$ cat config.mk
export PLATFORM = sky130hd
export DESIGN_NAME = led_matrix_scan_pwm
export DESIGN_NICKNAME = d
export VERILOG_FILES = /design/src/rtl/led_matrix_scan_pwm_pkg.sv /design/src/rtl/led_matrix_scan_pwm_fb.sv /design/src/rtl/led_matrix_scan_pwm.sv
export SDC_FILE = /design/constraint.sdc
export NUM_CORES = 1
export LEC_CHECK = 0
export CAP_MARGIN = 20
export CORE_AREA = 2 2 215 217
export CTS_BUF_LIST = sky130_fd_sc_hd__clkbuf_8 sky130_fd_sc_hd__clkbuf_16
export CTS_CLUSTER_DIAMETER = 100
export DETAILED_ROUTE_END_ITERATION = 10
export DIE_AREA = 0 0 217 219
export PLACE_DENSITY = 0.73
export SLEW_MARGIN = 10
export SYNTH_ARGS = -nofsm -noshare
export SYNTH_HDL_FRONTEND = slang
export SYNTH_SLANG_ARGS = --single-unit
$ cat constraint.sdc
create_clock -name clk -period 16.4 [get_ports clk]
set_clock_uncertainty 0.15 [all_clocks]
set_input_delay 2.46 -clock clk [delete_from_list [all_inputs] [get_ports clk]]
set_output_delay 2.46 -clock clk [all_outputs]
set_load 0.05 [all_outputs]
$ cat src/rtl/led_matrix_scan_pwm_pkg.sv
`default_nettype none
// ============================================================================
//  Module   : led_matrix_pkg
//  Purpose  : Shared types and helpers for the LED-matrix PWM scan engine.
//             scan_state_t - two-state row scanner (blanking / active)
//             pwm_max      - highest grey level for a given bit depth
//             drive_level  - maps a logical "on" to the physical pin level
//             idx_width    - address width for an N-entry index (min 1 bit)
//  Revision : 1.0 - initial release
// ============================================================================
package led_matrix_pkg;

    typedef enum logic [0:0] {
        SCAN_BLANK  = 1'b0,
        SCAN_ACTIVE = 1'b1
    } scan_state_t;

    function automatic int unsigned pwm_max(input int unsigned bits);
        return (32'd1 << bits) - 32'd1;
    endfunction

    function automatic logic drive_level(input logic active, input logic active_high);
        return active_high ? active : ~active;
    endfunction

    // A single-entry dimension still needs a one-bit address port.
    function automatic int unsigned idx_width(input int unsigned n);
        return (n > 1) ? $clog2(n) : 1;
    endfunction

endpackage
`default_nettype wire

$ cat src/rtl/led_matrix_scan_pwm_fb.sv
`default_nettype none
// ============================================================================
//  Module   : led_matrix_fb
//  Purpose  : Double-buffered pixel store. Writes always land in the back
//             bank; the front bank is read one full row at a time for the
//             scanner. bank_flip exchanges the roles of the two banks
//             without copying contents.
//  Ports    : clk, rst        - clock, async active-high reset (clears all)
//             wr_valid/row/col/level - back-bank write port (out-of-range
//                              addresses are dropped)
//             bank_flip       - swap front/back at the next clock edge
//             rd_row          - front-bank row to present
//             rd_levels       - COLS levels of rd_row, column c at
//                              [c*PWM_BITS +: PWM_BITS]
//  Revision : 1.0 - initial release
// ============================================================================
module led_matrix_fb
    import led_matrix_pkg::*;
#(
    parameter int unsigned ROWS     = 8,
    parameter int unsigned COLS     = 8,
    parameter int unsigned PWM_BITS = 4,
    localparam int unsigned c_row_w = idx_width(ROWS),
    localparam int unsigned c_col_w = idx_width(COLS)
) (
    input  logic                     clk,
    input  logic                     rst,
    input  logic                     wr_valid,
    input  logic [c_row_w-1:0]       wr_row,
    input  logic [c_col_w-1:0]       wr_col,
    input  logic [PWM_BITS-1:0]      wr_level,
    input  logic                     bank_flip,
    input  logic [c_row_w-1:0]       rd_row,
    output logic [COLS*PWM_BITS-1:0] rd_levels
);

    logic [PWM_BITS-1:0] r_mem [2][ROWS][COLS];
    logic                r_bank_sel;   // index of the front (displayed) bank
    logic                w_wr_ok;

    assign w_wr_ok = wr_valid && (32'(wr_row) < ROWS) && (32'(wr_col) < COLS);

    always_ff @(posedge clk or posedge rst) begin
        if (rst) begin
            r_bank_sel <= 1'b0;
            for (int b = 0; b < 2; b++) begin
                for (int r = 0; r < int'(ROWS); r++) begin
                    for (int c = 0; c < int'(COLS); c++) begin
                        r_mem[b][r][c] <= '0;
                    end
                end
            end
        end else begin
            if (bank_flip) begin
                r_bank_sel <= ~r_bank_sel;
            end
            // The write targets the bank that is back during this cycle,
            // even if a flip happens at the same edge.
            if (w_wr_ok) begin
                r_mem[~r_bank_sel][wr_row][wr_col] <= wr_level;
            end
        end
    end

    generate
        for (genvar c = 0; c < int'(COLS); c++) begin : g_rd_col
            assign rd_levels[c*PWM_BITS +: PWM_BITS] = r_mem[r_bank_sel][rd_row][c];
        end
    endgenerate

endmodule
`default_nettype wire

$ cat src/rtl/led_matrix_scan_pwm.sv
`default_nettype none
// ============================================================================
//  Module   : led_matrix_scan_pwm
//  Purpose  : Multiplexed LED-matrix scanner with per-pixel PWM brightness,
//             anti-ghosting blanking before every row and tear-free bank
//             swap at frame boundaries.
//  Ports    : clk, rst            - clock, async active-high reset
//             en                  - scan enable (0 = blank, counters cleared)
//             wr_valid/row/col/level - back-bank pixel write
//             swap_req            - request a front/back swap (pulse)
//             swap_pending        - a swap is waiting for the frame end
//             swap_done           - one-cycle pulse after a swap executes
//             frame_start         - one-cycle pulse for row 0 blanking
//             row_out             - one-hot row drive
//             col_out             - column drive
//             All drive/pulse outputs are registered (one cycle latency).
//  Revision : 1.0 - initial release
// ============================================================================
module led_matrix_scan_pwm
    import led_matrix_pkg::*;
#(
    parameter int unsigned ROWS            = 8,
    parameter int unsigned COLS            = 8,
    parameter int unsigned PWM_BITS        = 4,
    parameter int unsigned TICK_DIV        = 16,
    parameter int unsigned BLANK           = 2,
    parameter bit          ROW_ACTIVE_HIGH = 1'b1,
    parameter bit          COL_ACTIVE_HIGH = 1'b1,
    localparam int unsigned c_row_w = idx_width(ROWS),
    localparam int unsigned c_col_w = idx_width(COLS)
) (
    input  logic                clk,
    input  logic                rst,
    input  logic                en,
    input  logic                wr_valid,
    input  logic [c_row_w-1:0]  wr_row,
    input  logic [c_col_w-1:0]  wr_col,
    input  logic [PWM_BITS-1:0] wr_level,
    input  logic                swap_req,
    output logic                swap_pending,
    output logic                swap_done,
    output logic                frame_start,
    output logic [ROWS-1:0]     row_out,
    output logic [COLS-1:0]     col_out
);

    localparam int unsigned c_div_w   = idx_width(TICK_DIV);
    localparam int unsigned c_blank_w = idx_width(BLANK);

    localparam logic [PWM_BITS-1:0]  c_step_last  = PWM_BITS'(pwm_max(PWM_BITS) - 1);
    localparam logic [c_div_w-1:0]   c_div_last   = c_div_w'(TICK_DIV - 1);
    localparam logic [c_blank_w-1:0] c_blank_last = c_blank_w'(BLANK - 1);
    localparam logic [c_row_w-1:0]   c_row_last   = c_row_w'(ROWS - 1);
    localparam logic [ROWS-1:0]      c_row_idle   = {ROWS{~ROW_ACTIVE_HIGH}};
    localparam logic [COLS-1:0]      c_col_idle   = {COLS{~COL_ACTIVE_HIGH}};

    scan_state_t          r_state,     w_state_nxt;
    logic [c_row_w-1:0]   r_row_idx,   w_row_idx_nxt;
    logic [PWM_BITS-1:0]  r_step,      w_step_nxt;
    logic [c_div_w-1:0]   r_div,       w_div_nxt;
    logic [c_blank_w-1:0] r_blank_cnt, w_blank_nxt;
    logic                 w_row_done;

    logic                 r_swap_pending;
    logic                 w_swap_exec;
    logic                 w_active;
    logic                 w_frame_start;
    logic [COLS*PWM_BITS-1:0] w_front;
    logic [ROWS-1:0]      w_row_drv;
    logic [COLS-1:0]      w_col_drv;

    logic                 r_swap_done;
    logic                 r_frame_start;
    logic [ROWS-1:0]      r_row_out;
    logic [COLS-1:0]      r_col_out;

    led_matrix_fb #(
        .ROWS     (ROWS),
        .COLS     (COLS),
        .PWM_BITS (PWM_BITS)
    ) u_fb (
        .clk       (clk),
        .rst       (rst),
        .wr_valid  (wr_valid),
        .wr_row    (wr_row),
        .wr_col    (wr_col),
        .wr_level  (wr_level),
        .bank_flip (w_swap_exec),
        .rd_row    (r_row_idx),
        .rd_levels (w_front)
    );

    // ---------------------------------------------------------------- FSM
    always_ff @(posedge clk or posedge rst) begin
        if (rst) begin
            r_state     <= SCAN_BLANK;
            r_row_idx   <= '0;
            r_step      <= '0;
            r_div       <= '0;
            r_blank_cnt <= '0;
        end else begin
            r_state     <= w_state_nxt;
            r_row_idx   <= w_row_idx_nxt;
            r_step      <= w_step_nxt;
            r_div       <= w_div_nxt;
            r_blank_cnt <= w_blank_nxt;
        end
    end

    always_comb begin
        w_state_nxt   = r_state;
        w_row_idx_nxt = r_row_idx;
        w_step_nxt    = r_step;
        w_div_nxt     = r_div;
        w_blank_nxt   = r_blank_cnt;
        w_row_done    = 1'b0;
        if (!en) begin
            // Parking in row 0 blanking makes re-enable start a fresh frame.
            w_state_nxt   = SCAN_BLANK;
            w_row_idx_nxt = '0;
            w_step_nxt    = '0;
            w_div_nxt     = '0;
            w_blank_nxt   = '0;
        end else begin
            case (r_state)
                SCAN_BLANK: begin
                    if (r_blank_cnt == c_blank_last) begin
                        w_state_nxt = SCAN_ACTIVE;
                        w_blank_nxt = '0;
                        w_step_nxt  = '0;
                        w_div_nxt   = '0;
                    end else begin
                        w_blank_nxt = r_blank_cnt + 1'b1;
                    end
                end
                SCAN_ACTIVE: begin
                    if (r_div == c_div_last) begin
                        w_div_nxt = '0;
                        if (r_step == c_step_last) begin
                            w_row_done    = 1'b1;
                            w_state_nxt   = SCAN_BLANK;
                            w_step_nxt    = '0;
                            w_row_idx_nxt = (r_row_idx == c_row_last) ? '0 : r_row_idx + 1'b1;
                        end else begin
                            w_step_nxt = r_step + 1'b1;
                        end
                    end else begin
                        w_div_nxt = r_div + 1'b1;
                    end
                end
                default: begin
                    w_state_nxt = SCAN_BLANK;
                end
            endcase
        end
    end

    // ---------------------------------------------------------- swap logic
    // A swap waits for the last active cycle of the last row so a frame is
    // never split across banks; while disabled nothing is shown, so it can
    // go at once.
    assign w_swap_exec = r_swap_pending &&
                         (!en || (w_row_done && (r_row_idx == c_row_last)));

    always_ff @(posedge clk or posedge rst) begin
        if (rst) begin
            r_swap_pending <= 1'b0;
        end else if (swap_req) begin
            r_swap_pending <= 1'b1;
        end else if (w_swap_exec) begin
            r_swap_pending <= 1'b0;
        end
    end

    // ------------------------------------------------------ output drives
    assign w_active      = en && (r_state == SCAN_ACTIVE);
    assign w_frame_start = en && (r_state == SCAN_BLANK) &&
                           (r_row_idx == '0) && (r_blank_cnt == '0);

    generate
        for (genvar r = 0; r < int'(ROWS); r++) begin : g_row_drv
            assign w_row_drv[r] = drive_level(w_active && (r_row_idx == c_row_w'(r)),
                                              ROW_ACTIVE_HIGH);
        end
        // A level L is lit for steps 0..L-1, i.e. L of the MAX steps.
        for (genvar c = 0; c < int'(COLS); c++) begin : g_col_drv
            assign w_col_drv[c] = drive_level(w_active &&
                                              (w_front[c*PWM_BITS +: PWM_BITS] > r_step),
                                              COL_ACTIVE_HIGH);
        end
    endgenerate

    always_ff @(posedge clk or posedge rst) begin
        if (rst) begin
            r_row_out     <= c_row_idle;
            r_col_out     <= c_col_idle;
            r_swap_done   <= 1'b0;
            r_frame_start <= 1'b0;
        end else begin
            r_row_out     <= w_row_drv;
            r_col_out     <= w_col_drv;
            r_swap_done   <= w_swap_exec;
            r_frame_start <= w_frame_start;
        end
    end

    assign row_out      = r_row_out;
    assign col_out      = r_col_out;
    assign swap_done    = r_swap_done;
    assign frame_start  = r_frame_start;
    assign swap_pending = r_swap_pending;

endmodule
`default_nettype wire

Word-level counts from Yosys, hierarchy flattened
Cells that the tools add are included.
W data, S select, Z words.

storage, ports and cells
  word-level logic and storage cells = 253
  bits of input ports = 15
  output and inout bits = 19
  bits in registers = 545

operators by class
  $lt $le $gt $ge = 16
  bitwise gates (word level) = 8
  add/sub/neg operators = 4
  reductions and logical operators = 31
  eq/ne operators = 15
  mux-type cells = 40

operators with widths
  cell                   count
  $mux W256              4
  $bwmux W512            1
  $demux W256 S1         1
  $bmux W32 S3           1
  $demux W32 S3          1
  $mux W32               3
  $gt A4 B4 Y1           8
  $mux W4                7
  $logic_and A1 B1 Y1    25
  $pmux W4 S2            2
  $mux W3                5
  $mux W1                13
  $demux W4 S3           1
  $eq A3 B3 Y1 const B   4
  $ge A4 B4 Y1 const B   3
  $not A3 Y4             3
  $add A4 B1 Y4 const B  2
  $eq A4 B4 Y1 const B   2
  $lt A4 B1 Y1 const B   2
  $eq A3 B2 Y1 const B   2
  $ne A2 B1 Y1 const B   3
  $ge A2 B2 Y1 const B   2
  $not A1 Y2             2
  $add A3 B1 Y3 const B  1
  14 further kinds       16

Longest topological paths before layout
  word-level depth = 10
  gate-level depth with buffers = 12
  depth with buffers taken out = 9

Hierarchy
From an unflattened synthesis, not the netlist that was laid out.

second synthesis, totals
  cell total of the unflattened synthesis = 1,759
  area, all modules = 26,539.2 um^2

by module, submodules not included
  module               seq. area each (um^2)  area each (um^2)  instances  cells each
  led_matrix_fb        12,837.3               24,435.9          1          1,551
  led_matrix_scan_pwm  800.8                  2,103.3           1          208

Least setup slack after synthesis
OpenSTA, ideal clock, no wires.

  path type = input port to flip-flop
  start point = input port wr_col[1]
  end point = register u_fb.r_mem[344] in the netlist's numbering
  stages on the path = 6
  slack = 12,335 ps
  library setup time = 125 ps
  required time = 16,125 ps
  path buffers = 2
  arrival = 3,790 ps
  path through = buf_2 > nand2b_1 > or3_1 > buf_4 > nor2_2 > mux2_2

on the way
  word-level cells in the longest chain between the ends = 10
  elaborated cells on any way between the ends = 11
  those cells by class = order compare: 2; mux: 7; bitwise: 1; reduce/logical: 1

ends and longest elaborated chain
  what                                                                       RTL line                      RTL
  start, declared                                                            led_matrix_scan_pwm.sv:37     input logic [c_col_w-1:0] wr_col,
  $not A3 Y4 (*)                                                             led_matrix_scan_pwm_fb.sv:60  r_mem[~r_bank_sel][wr_row][wr_col] <= wr_level;
  $ge A4 B4 Y1 (not written as such) / $lt A4 B1 Y1 (equally long branches)  led_matrix_scan_pwm_fb.sv:60
  $logic_and A1 B1 Y1 (not written as such)                                  led_matrix_scan_pwm_fb.sv:60
  $mux W4 (not written as such)                                              led_matrix_scan_pwm_fb.sv:60
  $demux W4 S3 (*)                                                           led_matrix_scan_pwm_fb.sv:60
  $mux W32 (not written as such) (*)                                         led_matrix_scan_pwm_fb.sv:60
  $demux W32 S3 (*)                                                          led_matrix_scan_pwm_fb.sv:60
  $mux W256 (not written as such) (*)                                        led_matrix_scan_pwm_fb.sv:60
  $demux W256 S1 (*)                                                         led_matrix_scan_pwm_fb.sv:60
  $bwmux W512 (*)                                                            led_matrix_scan_pwm_fb.sv:60
  end signal, assigned by index                                              led_matrix_scan_pwm_fb.sv:60
  end, declared                                                              led_matrix_scan_pwm_fb.sv:37  logic [PWM_BITS-1:0] r_mem [2][ROWS][COLS];

Mark *: on every way between the ends. The rest lies on a longest branch, timed or not.
A chain may end at the register's enable or synchronous reset.

==> impl_metrics.csv <==
group,metric,value,unit
cells_and_area,final_core_utilization,62.8,%
logic_synthesis,synth-edff-count,0,
die,floorplan.core_area,45100,um2
worst_hold_path,timing.hold.worst.start,"u_fb.r_mem[348]",
timing,timing.final.crit_period,5.27,ns
place,post-place-cells,2280,
timing,setup_tns,0,ns
logic_synthesis,synth_top_area_share,53.3,%
global_route,wire_length_of_the_first_global_routing_pass,92.9,mm
logic_synthesis,count_of_unique_library_cells_instantiated_by_yosys,54,
cells_and_area,drive_above_1_share,44.2,%
detailed_routing,drt_pre_antenna_iters,5,
logic_synthesis,syn-cell-area,25600,um2
logic_synthesis,yosysTopAreaCell,"sky130_fd_sc_hd__dfrtp_1",
die,num_rows,78,
status,run_status,"finished clean",
logic_synthesis,synth-seq-cells,545,
cells_and_area,final_cell_count_no_fill,2384,
timing,max_freq,190,MHz
cells_and_area,area_delta_synth_final,10.7,%
place,dpl_cell_area,26300,um2
cts,cts_buffers,57,
worst_hold_path,hp-class,"flop to flop",
logic_synthesis,synth_seq_area_share,53.3,%
power_and_ir_drop,max_ir_drop_vdd,0.0000993,V
detailed_routing,via_per_inst,6.24,
logic_synthesis,ys.flop_type,"sky130_fd_sc_hd__dfrtp_1",
place,finalWeightedCongestion,0.797,
setup_path,cp_max_fo,176,
global_route,grt_remaining_overflow,0,
timing,timing.hold.ws,0.341,ns
die,floorplan.die_area,47500,um2
worst_hold_path,hold_path_depth,1,
timing,setup_viol_count_final,0,
cts,cts_resized,0,
die,die_x,217,um
cells_and_area,final_net_count,1796,
setup_path,worstSetupPathType,"primary input to asynchronous set/reset pin",
power_and_ir_drop,p_leak,13.2,nW
die,boundaryPins,34,
detailed_routing,via_count,14900,
cts,tritoncts,"built",
global_route,initial_antenna_violation_count,1,
worst_hold_path,worst_hold_path.endpoint,"u_fb.r_mem[348]",
cells_and_area,layout_commonest_cell,"sky130_fd_sc_hd__dfrtp_1",
cts,clock_pin_transition_on_the_worst_setup_and_hold_timing_paths,0.06,ns
detailed_routing,ant_nets,0,
power_and_ir_drop,power_density,129,nW/um2
detailed_routing,wire_per_inst,24.4,um
cts,hold_buffers,0,
global_route,grt_pass1_vias,15800,
detailed_routing,drtIter0Drc,1186,
global_route,groute.usage.overall,25.5,%
timing,worst-slew-pin-transition,1.08,ns
cts,cts-htree-levels,2,
run,drv.max_cap_violation_count,0,
setup_path,rr_worst_depth,10,
cells_and_area,fillerInstances,3318,
cts,cts_num_sinks,545,
logic_synthesis,post_synth_main_area_contributors,"sky130_fd_sc_hd__dfrtp_1 53%, sky130_fd_sc_hd__mux2_2 22%, sky130_fd_sc_hd__mux4_2 11%, sky130_fd_sc_hd__ha_1 2.0%, sky130_fd_sc_hd__a22oi_1 1.4%",
setup_path,r2r-end,"col_out[6]",
logic_synthesis,ys_async_sr_fraction,100,%
setup_path,worstSetupStartpointType,"primary input",
place,dpl.hpwl,35.1,mm
setup_path,setup.reg_to_reg.worst_slack,12.48,ns
detailed_routing,drc,0,
timing,slew_violations,0,
logic_synthesis,synth_nets,1801,
place,buffer_ports.inserted,33,
logic_synthesis,ys_warn_count,0,
timing,final_critical_path_setup_slack,11.13,ns
cts,ctsRootBufferMaster,"sky130_fd_sc_hd__clkbuf_16",
logic_synthesis,post_synth.cell_area_avg,14.7,um2
cts,worst_skew_pair.late_latency,0.61,ns
place,place_ws,10.31,ns
setup_path,cp_data_arrival_time,5.70,ns
detailed_routing,routed_wl,58.1,mm
cts,cts_setup_buffers,0,
timing,timing.max_slew.rel_slack,28.0,%
power_and_ir_drop,total_power,3.66,mW
timing,rsz_0062_raised_after_global_routing,"false",
cts,ctsLongestPathBuffers,3,
die,die_h,219,um
timing,final-hold-violation-count,0,
global_route,grt_max_degree,177,
setup_path,required,16.83,ns
setup_path,worstReg2RegStart,"r_row_idx[0]",
logic_synthesis,postSynthCellCount,1745,
die,start_util,56.7,%
cells_and_area,mostFrequentLayoutCells,"543 x sky130_fd_sc_hd__dfrtp_1, 495 x sky130_fd_sc_hd__mux2_2, 128 x sky130_fd_sc_hd__mux4_2",
cells_and_area,final_design_area_no_fill,28300,um2
timing,finalCritPeriodShare,32.1,%
setup_path,cp-end-kind,"asynchronous set/reset pin",
[flip-flops by register name, indices dropped and copies added, names as in the netlist, 3 cells and up]
signal and flops:
u_fb.r_mem 512, r_row_idx 3, row_out 8, r_div 4, col_out 8, r_step 4
[worst max-delay path, cell delays in order]
cell and delay, ns:
sky130_fd_sc_hd__clkdlybuf4s50_1 0.44, sky130_fd_sc_hd__clkinvlp_4 0.30, sky130_fd_sc_hd__buf_12 0.61, sky130_fd_sc_hd__buf_4 0.80, sky130_fd_sc_hd__buf_4 0.88
[kinds of logic after synthesis]
logic type	count (synthesis)	share of synthesized area, %
mux	640	33.8
flops	545	53.3
simple gates	271	5.37
buf+inv	137	2.30
compound gates	110	3.12
fa+ha+maj	41	2.01
xor+xnor	1	0.0343
[how the worst max path moves through the flow]
stage / startpoint / end / slack (ns) / cells after the start
after floorplan: rst / col_out[0] / 6.38 / 1
after global placement: rst / u_fb.r_mem[156] / 10.43 / 5
after detailed placement: rst / u_fb.r_mem[156] / 10.31 / 5
after CTS: rst / u_fb.r_mem[159] / 10.93 / 5
after global routing: rst / u_fb.r_mem[188] / 10.57 / 5
final: rst / u_fb.r_mem[159] / 11.13 / 5
[per-layer routing]
metal | track usage [%] | vias up | share of wire, %
met2 | 40.6 | 386 | 48
met4 | 8.54 | 0 | 3.0
met5 | 0 | - | 0
met1 | 36.2 | 7960 | 44
li1 | - | 6418 | -
met3 | 4.16 | 104 | 5.1
[synthesized netlist by cell type (all sizes together) (2+ instances only)]
cell type	n
or3	5
nor3	5
a22o	18
a21boi	2
inv	18
a21o	2
and2	3
and3	15
nand4	12
nand3b	3
nor2	109
and3b	2
ha	41
o21a	7
o21bai	2
mux4	128
nand2	83
nand3	8
mux2	512
nor4	2
or3b	2
nand2b	5
dfrtp	545
buf	39
a22oi	48
o21ai	15
nor2b	10
a21oi	8
clkbuf	80
nor3b	3
[area by class of cell]
| type | count | area, um2 | share of cell area [%] |
|---|---|---|---|
| sequential | 545 | 13600 | 48.2 |
| multi-input combinational | 1063 | 11300 | 40.1 |
| clock buffer | 73 | 1650 | 5.82 |
| tap | 600 | 751 | 2.65 |
| timing repair buffer | 55 | 531 | 1.87 |
| clock inverter | 29 | 298 | 1.05 |
| inverter | 18 | 71.3 | 0.252 |
| antenna | 1 | 2.50 | 0.00884 |
[where the power goes]
| group | total (mW) | switching [mW] | internal, mW |
|---|---|---|---|
| clock network | 1.33 | 0.531 | 0.796 |
| logic | 0.659 | 0.286 | 0.372 |
| registers | 1.68 | 0.130 | 1.55 |
| total | 3.66 | 0.947 | 2.71 |
Note: power is estimated with default switching activity, not from simulation.
